--- src/rtl/cordic_pipe_param.sv ---
// Fully pipelined two's-complement CORDIC: per-sample rotation/vectoring mode,
// quadrant pre-rotation, gain compensation, valid/stall pipeline and sideband tag.
module cordic_pipe_param #(
  parameter int unsigned WIDTH  = 16,
  parameter int unsigned FRAC   = 8,
  parameter int unsigned STAGES = 12,
  parameter int unsigned TAG_W  = 4
) (
  input  logic                    clock,
  input  logic                    reset,
  input  logic                    stall,
  input  logic                    in_valid,
  input  logic                    in_mode,
  input  logic signed [WIDTH-1:0] in_x,
  input  logic signed [WIDTH-1:0] in_y,
  input  logic signed [WIDTH-1:0] in_z,
  input  logic [TAG_W-1:0]        in_tag,
  output logic                    out_valid,
  output logic                    out_mode,
  output logic signed [WIDTH-1:0] out_x,
  output logic signed [WIDTH-1:0] out_y,
  output logic signed [WIDTH-1:0] out_z,
  output logic [TAG_W-1:0]        out_tag
);

  localparam int unsigned XW = WIDTH + 2;
  localparam int unsigned PW = XW + FRAC + 1;
  // pi/4 in Q40; every angle constant is derived from Q40 values and rounded to FRAC
  localparam longint PI_4_Q40 = 64'sd863554413089;

  function automatic longint q40_round(input longint q);
    return (q + (64'sd1 <<< (39 - FRAC))) >>> (40 - FRAC);
  endfunction

  // atan(2^-i) in Q40 from the alternating power series (exact shifts of 2^40)
  function automatic longint atan_q40(input int i);
    longint acc;
    int     e;
    if (i == 0) return PI_4_Q40;
    acc = 64'sd0;
    for (int k = 0; k < 40; k++) begin
      e = 40 - i * (2 * k + 1);
      if (e >= 0) begin
        if (k % 2 == 0) acc = acc + (64'sd1 <<< e) / longint'(2 * k + 1);
        else            acc = acc - (64'sd1 <<< e) / longint'(2 * k + 1);
      end
    end
    return acc;
  endfunction

  function automatic logic [STAGES*WIDTH-1:0] atan_tbl();
    logic [STAGES*WIDTH-1:0] r;
    r = '0;
    for (int i = 0; i < STAGES; i++) r[i*WIDTH +: WIDTH] = WIDTH'(q40_round(atan_q40(i)));
    return r;
  endfunction

  localparam logic signed [WIDTH-1:0] PI2 = WIDTH'(q40_round(2 * PI_4_Q40));
  localparam logic signed [PW-1:0]    K_P =
    PW'(((64'sd6072529 <<< FRAC) + 64'sd5000000) / 64'sd10000000);
  localparam logic [STAGES*WIDTH-1:0] ATAN_TBL = atan_tbl();

  // Gain compensation: multiply by K, truncate FRAC bits, saturate to WIDTH
  function automatic logic signed [WIDTH-1:0] scale_sat(input logic signed [XW-1:0] v);
    logic signed [PW-1:0] p;
    logic signed [PW-1:0] s;
    p = PW'(v) * K_P;
    s = p >>> FRAC;
    if (s[PW-1:WIDTH-1] == {(PW-WIDTH+1){s[PW-1]}}) return s[WIDTH-1:0];
    return {s[PW-1], {(WIDTH-1){~s[PW-1]}}};
  endfunction

  // Index 0 is the pre-rotation register, index i+1 is iteration stage i
  logic                    v_q [STAGES+1];
  logic                    m_q [STAGES+1];
  logic [TAG_W-1:0]        t_q [STAGES+1];
  logic signed [XW-1:0]    x_q [STAGES+1];
  logic signed [XW-1:0]    y_q [STAGES+1];
  logic signed [WIDTH-1:0] z_q [STAGES+1];
  logic signed [XW-1:0]    x_d [STAGES+1];
  logic signed [XW-1:0]    y_d [STAGES+1];
  logic signed [WIDTH-1:0] z_d [STAGES+1];

  logic signed [XW-1:0]    xe, ye, xs, ys;
  logic signed [WIDTH-1:0] at;
  logic                    dp;

  always_comb begin
    xe = XW'(in_x);
    ye = XW'(in_y);
    xs = '0;
    ys = '0;
    at = '0;
    dp = 1'b0;
    x_d[0] = xe;
    y_d[0] = ye;
    z_d[0] = in_z;
    if (!in_mode) begin
      if (in_z > PI2) begin
        x_d[0] = -ye; y_d[0] = xe;  z_d[0] = in_z - PI2;
      end else if (in_z < -PI2) begin
        x_d[0] = ye;  y_d[0] = -xe; z_d[0] = in_z + PI2;
      end
    end else if (in_x[WIDTH-1]) begin
      if (!in_y[WIDTH-1]) begin
        x_d[0] = ye;  y_d[0] = -xe; z_d[0] = in_z + PI2;
      end else begin
        x_d[0] = -ye; y_d[0] = xe;  z_d[0] = in_z - PI2;
      end
    end
    // Micro-rotations: rotation drives z to 0, vectoring drives y to 0
    for (int i = 0; i < STAGES; i++) begin
      xs = x_q[i] >>> i;
      ys = y_q[i] >>> i;
      at = ATAN_TBL[i*WIDTH +: WIDTH];
      dp = m_q[i] ? y_q[i][XW-1] : ~z_q[i][WIDTH-1];
      if (dp) begin
        x_d[i+1] = x_q[i] - ys;
        y_d[i+1] = y_q[i] + xs;
        z_d[i+1] = z_q[i] - at;
      end else begin
        x_d[i+1] = x_q[i] + ys;
        y_d[i+1] = y_q[i] - xs;
        z_d[i+1] = z_q[i] + at;
      end
    end
  end

  always_ff @(posedge clock or negedge reset) begin
    if (!reset) begin
      v_q       <= '{default: 1'b0};
      m_q       <= '{default: 1'b0};
      t_q       <= '{default: '0};
      x_q       <= '{default: '0};
      y_q       <= '{default: '0};
      z_q       <= '{default: '0};
      out_valid <= 1'b0;
      out_mode  <= 1'b0;
      out_tag   <= '0;
      out_x     <= '0;
      out_y     <= '0;
      out_z     <= '0;
    end else if (!stall) begin
      v_q[0] <= in_valid;
      m_q[0] <= in_mode;
      t_q[0] <= in_tag;
      for (int i = 0; i < STAGES; i++) begin
        v_q[i+1] <= v_q[i];
        m_q[i+1] <= m_q[i];
        t_q[i+1] <= t_q[i];
      end
      x_q       <= x_d;
      y_q       <= y_d;
      z_q       <= z_d;
      out_valid <= v_q[STAGES];
      out_mode  <= m_q[STAGES];
      out_tag   <= t_q[STAGES];
      out_x     <= scale_sat(x_q[STAGES]);
      out_y     <= scale_sat(y_q[STAGES]);
      out_z     <= z_q[STAGES];
    end
  end

endmodule

--- config.mk ---
export PLATFORM = sky130hd
export DESIGN_NAME = cordic_pipe_param
export DESIGN_NICKNAME = d
export VERILOG_FILES = /design/src/rtl/cordic_pipe_param.sv
export SDC_FILE = /design/constraint.sdc
export NUM_CORES = 2
export LEC_CHECK = 0
export CORE_MARGIN = 3
export CORE_UTILIZATION = 52
export CTS_BUF_LIST = sky130_fd_sc_hd__clkbuf_2 sky130_fd_sc_hd__clkbuf_4 sky130_fd_sc_hd__clkbuf_8
export CTS_CLUSTER_DIAMETER = 80
export CTS_CLUSTER_SIZE = 14
export DETAILED_ROUTE_END_ITERATION = 10
export PLACE_DENSITY = 0.71
export SLEW_MARGIN = 20
export SYNTH_ARGS = -nofsm -noshare
export SYNTH_HDL_FRONTEND = slang
export SYNTH_SLANG_ARGS = --single-unit
--- constraint.sdc ---
create_clock -name clock -period 13.7 [get_ports clock]
set_input_delay 3.425 -clock clock [delete_from_list [all_inputs] [get_ports clock]]
set_output_delay 3.425 -clock clock [all_outputs]
set_load 0.03 [all_outputs]
==> run_results.csv <==
group,metric,value,unit
synth,yosys_most_used_dff,"dfrtp_1",
setup_path,cp_slowest_cell,"mux2i_1",
routing,drtIter0Drc,3695,
final_layout,seqCellArea,20200,um2
final_layout,drive_gt1_share,5.39,%
placement,port_buffers,110,
timing,slew-limit-headroom,28.6,%
setup_path,ff2ff_setup_slack,8040,ps
setup_path,cpPeakStageDelay,700,ps
synth,synthArstFlopShare,100,%
die,die_w,366,um
clocking,cts_setup_buffers,0,
routing,drt-total-wl,160000,um
setup_path,critPathRequiredTime,14310,ps
routing,dr_total_vias,55100,
synth,synth_top_area_cell,"dfrtp_1",
synth,synth_edf_count,0,
timing,grt_setup_unrepaired,"false",
synth,syn_inst,7818,
synth,synth.top_cell.area_share,30.0,%
die,initial_utilization,52.5,%
clocking,htree_levels,3,
clocking,ctsHoldBuffers,0,
clocking,clock_latency,780,ps
min_path,hold_start,"z_q[56]",
final_layout,syn_to_final_growth,5.85,%
global_route,grt_max_degree,236,
global_route,globalRouteOverflowTotal,0,
clocking,clk_pin_slew,90,ps
global_route,grt_usage,24.0,%
synth,synthTopCellsByArea,"dfrtp_1, ha_1, o21ai_0",
timing,clock.fmax,159,MHz
synth,mappedNetlistArea,67200,um2
setup_path,crit_arrival,6900,ps
status,outcome,"finished clean",
final_layout,nets,8627,
global_route,antenna_found_initial,2,
timing,worst_slew_pin_slew,1070,ps
timing,setup_tns,0,ps
clocking,cts_root_buf,"clkbuf_8",
setup_path,crit_type,"input pin to flip-flop",
global_route,grt_first_pass_wirelength,268000,um
die,std_cell_rows,131,
setup_path,cp-startpoint,"in_z[2]",
timing,fin_crit,6290,ps
timing,hold_viol,0,
timing,setup_violations,0,
setup_path,start_kind,"input pin",
flow_run,drv_cap,0,
synth,avgSynthCellArea,8.60,um2
die,boundaryPins,111,
routing,ant_nets,0,
setup_path,worstPathCellList,"clkdlybuf4s50_1 > o31a_1 > o311ai_0 > a31o_2 > a31o_2 > buf_4 > nand2_1 > buf_4 > mux2i_1 > nor2_1 > a21oi_1 > o21ai_0",
synth,yosysWarnings,0,
clocking,ctsResizeCount,0,
clocking,clock_path_buffers,3,
die,die_h,366,um
routing,drcViolationCount,0,
synth,ys_ff_latch,807,
synth,synth.yosys.seq_area_share,30.0,%
setup_path,reg2reg_from,"x_q[17]",
global_route,grt_pass1_vias,53500,
clocking,clock_sinks,807,
routing,wl_per_cell,16.9,um
timing,fin_crit_sh,45.9,%
synth,syn-num-nets,8701,
placement,gp_congestion,0.910,
die,die_area,134000,um2
clocking,tritoncts,"built",
timing,finClkSkew,41.5,ps
placement,dp_hpwl,121000,um
setup_path,critPathMaxFanout,26,
setup_path,end_kind,"flip-flop",
clocking,cts_made_buffers,73,
routing,dr.pass1.iters,5,
die,coreArea,128000,um2
final_layout,multiInputGateArea,44000,um2
synth,synthDistinctLibCells,79,
min_path,hold_class,"flip-flop to flip-flop",
timing,drv_slew,0,
routing,vias_per_cell,5.80,
final_layout,fillCellCount,11700,
[routing by layer]
| layer | track usage, % | wire length, um | vias to the layer above |
|---|---|---|---|
| met5 | 0 | 0 | - |
| met4 | 5.38 | 3040 | 0 |
| met3 | 2.54 | 5950 | 191 |
| met2 | 40.9 | 76200 | 1009 |
| met1 | 32.8 | 75300 | 26500 |
| li1 | - | - | 27400 |
[area by class of cell]
class,instances,share of cell area [%]
timing repair buffer,148,2.08
clock buffer,83,1.60
sequential,807,28.4
tap,1729,3.04
clock inverter,18,0.343
inverter,522,2.76
antenna,2,0.00703
multi-input combinational,6192,61.8
[flip-flops by register name, indices dropped and copies added (netlist names)]
signal	cells
out_valid	1
x_q	234
out_z	16
y_q	233
t_q	52
z_q	208
out_x	16
out_y	16
v_q	13
out_mode	1
out_tag	4
m_q	13
[stage by stage]
step                      setup WS (ps)  cells  hold slack, ps  util, %  area [um2]
after global placement             6670   9397             462     54.5       69800
final                              7410   9501             484     55.6       71200
after detailed placement           6670   9397             469     54.5       69800
after CTS                          7560   9498             492     55.6       71100
after floorplan                    7450   7818             448        -       67200
after global routing               7300   9500             512     55.6       71200
[synthesized netlist by cell type, drive strengths merged, types with 8 or more instances]
library cell  instances
buf                  35
a31o                  9
clkbuf              262
or3                 106
and4                  8
o21ai               785
or2                  11
o221ai               26
mux2                228
nand2               843
and3                 45
a211o                30
a22oi                13
nor3b                 9
fa                  126
nand3b               10
a211oi               64
nor3                248
o21bai               61
nand3               111
a21oi               470
nand4                12
nor2b                79
or4                  18
o211ai              115
nor4                 35
o31a                 16
dfrtp               807
inv                 520
a221o                19
a21boi               11
a221oi               11
mux2i                36
o21a                 79
xnor2               410
o22ai                41
ha                  700
xor2                323
a21o                187
a31oi               132
nor2                526
o41ai                29
o31ai                64
nand2b               68
[worst paths after layout]
| check | to | cells past startpoint |
|---|---|---|
| min reg2reg | z_q[56] | 2 |
| min in group asynchronous | y_q[17] | 1 |
| max | y_q[216] | 12 |
| max reg2reg | out_x[5] | 17 |
| max in group asynchronous | t_q[18] | 3 |
| min | z_q[56] | 2 |
[worst max-delay path: cells and delay by family]
| kind | cells | cell delay, ps |
|---|---|---|
| AOI/OAI and AO/OA | 6 | 1510 |
| buffers and inverters | 3 | 1070 |
| muxes | 1 | 700 |
| and+or+nand+nor | 2 | 180 |
[placed cells by master, fill, tap and decap left out, types with 64 or more instances in the layout]
cell type,Yosys,final
nand2_1,842,842
o31ai_1,64,64
nor3_1,248,248
inv_1,519,519
a21oi_1,470,465
ha_1,700,700
or3_1,102,102
a21o_1,187,187
mux2_2,228,228
o211ai_1,115,115
nor2_1,526,526
fa_1,126,126
nor2b_1,79,79
dfrtp_1,807,807
o21a_1,79,79
xor2_1,322,322
clkdlybuf4s50_1,0,106
a211oi_1,64,64
nand3_1,111,111
xnor2_1,410,410
o21ai_0,784,784
clkbuf_8,0,82
a31oi_1,132,131
nand2b_1,68,68
[cells by family after synthesis]
kind of cell               count (synthesis)  share of synthesized area, %
AOI/OAI and AO/OA                       2216                          20.2
and+or+nand+nor                         2152                          14.5
adders and majority gates                827                          16.8
buffers and inverters                    819                          4.60
DFF                                      807                          30.0
xor gates and xnor gates                 733                          9.56
muxes                                    264                          4.35
Power is not shown: default switching activity piles up to over one toggle a cycle in this logic, so the estimate is an artifact.
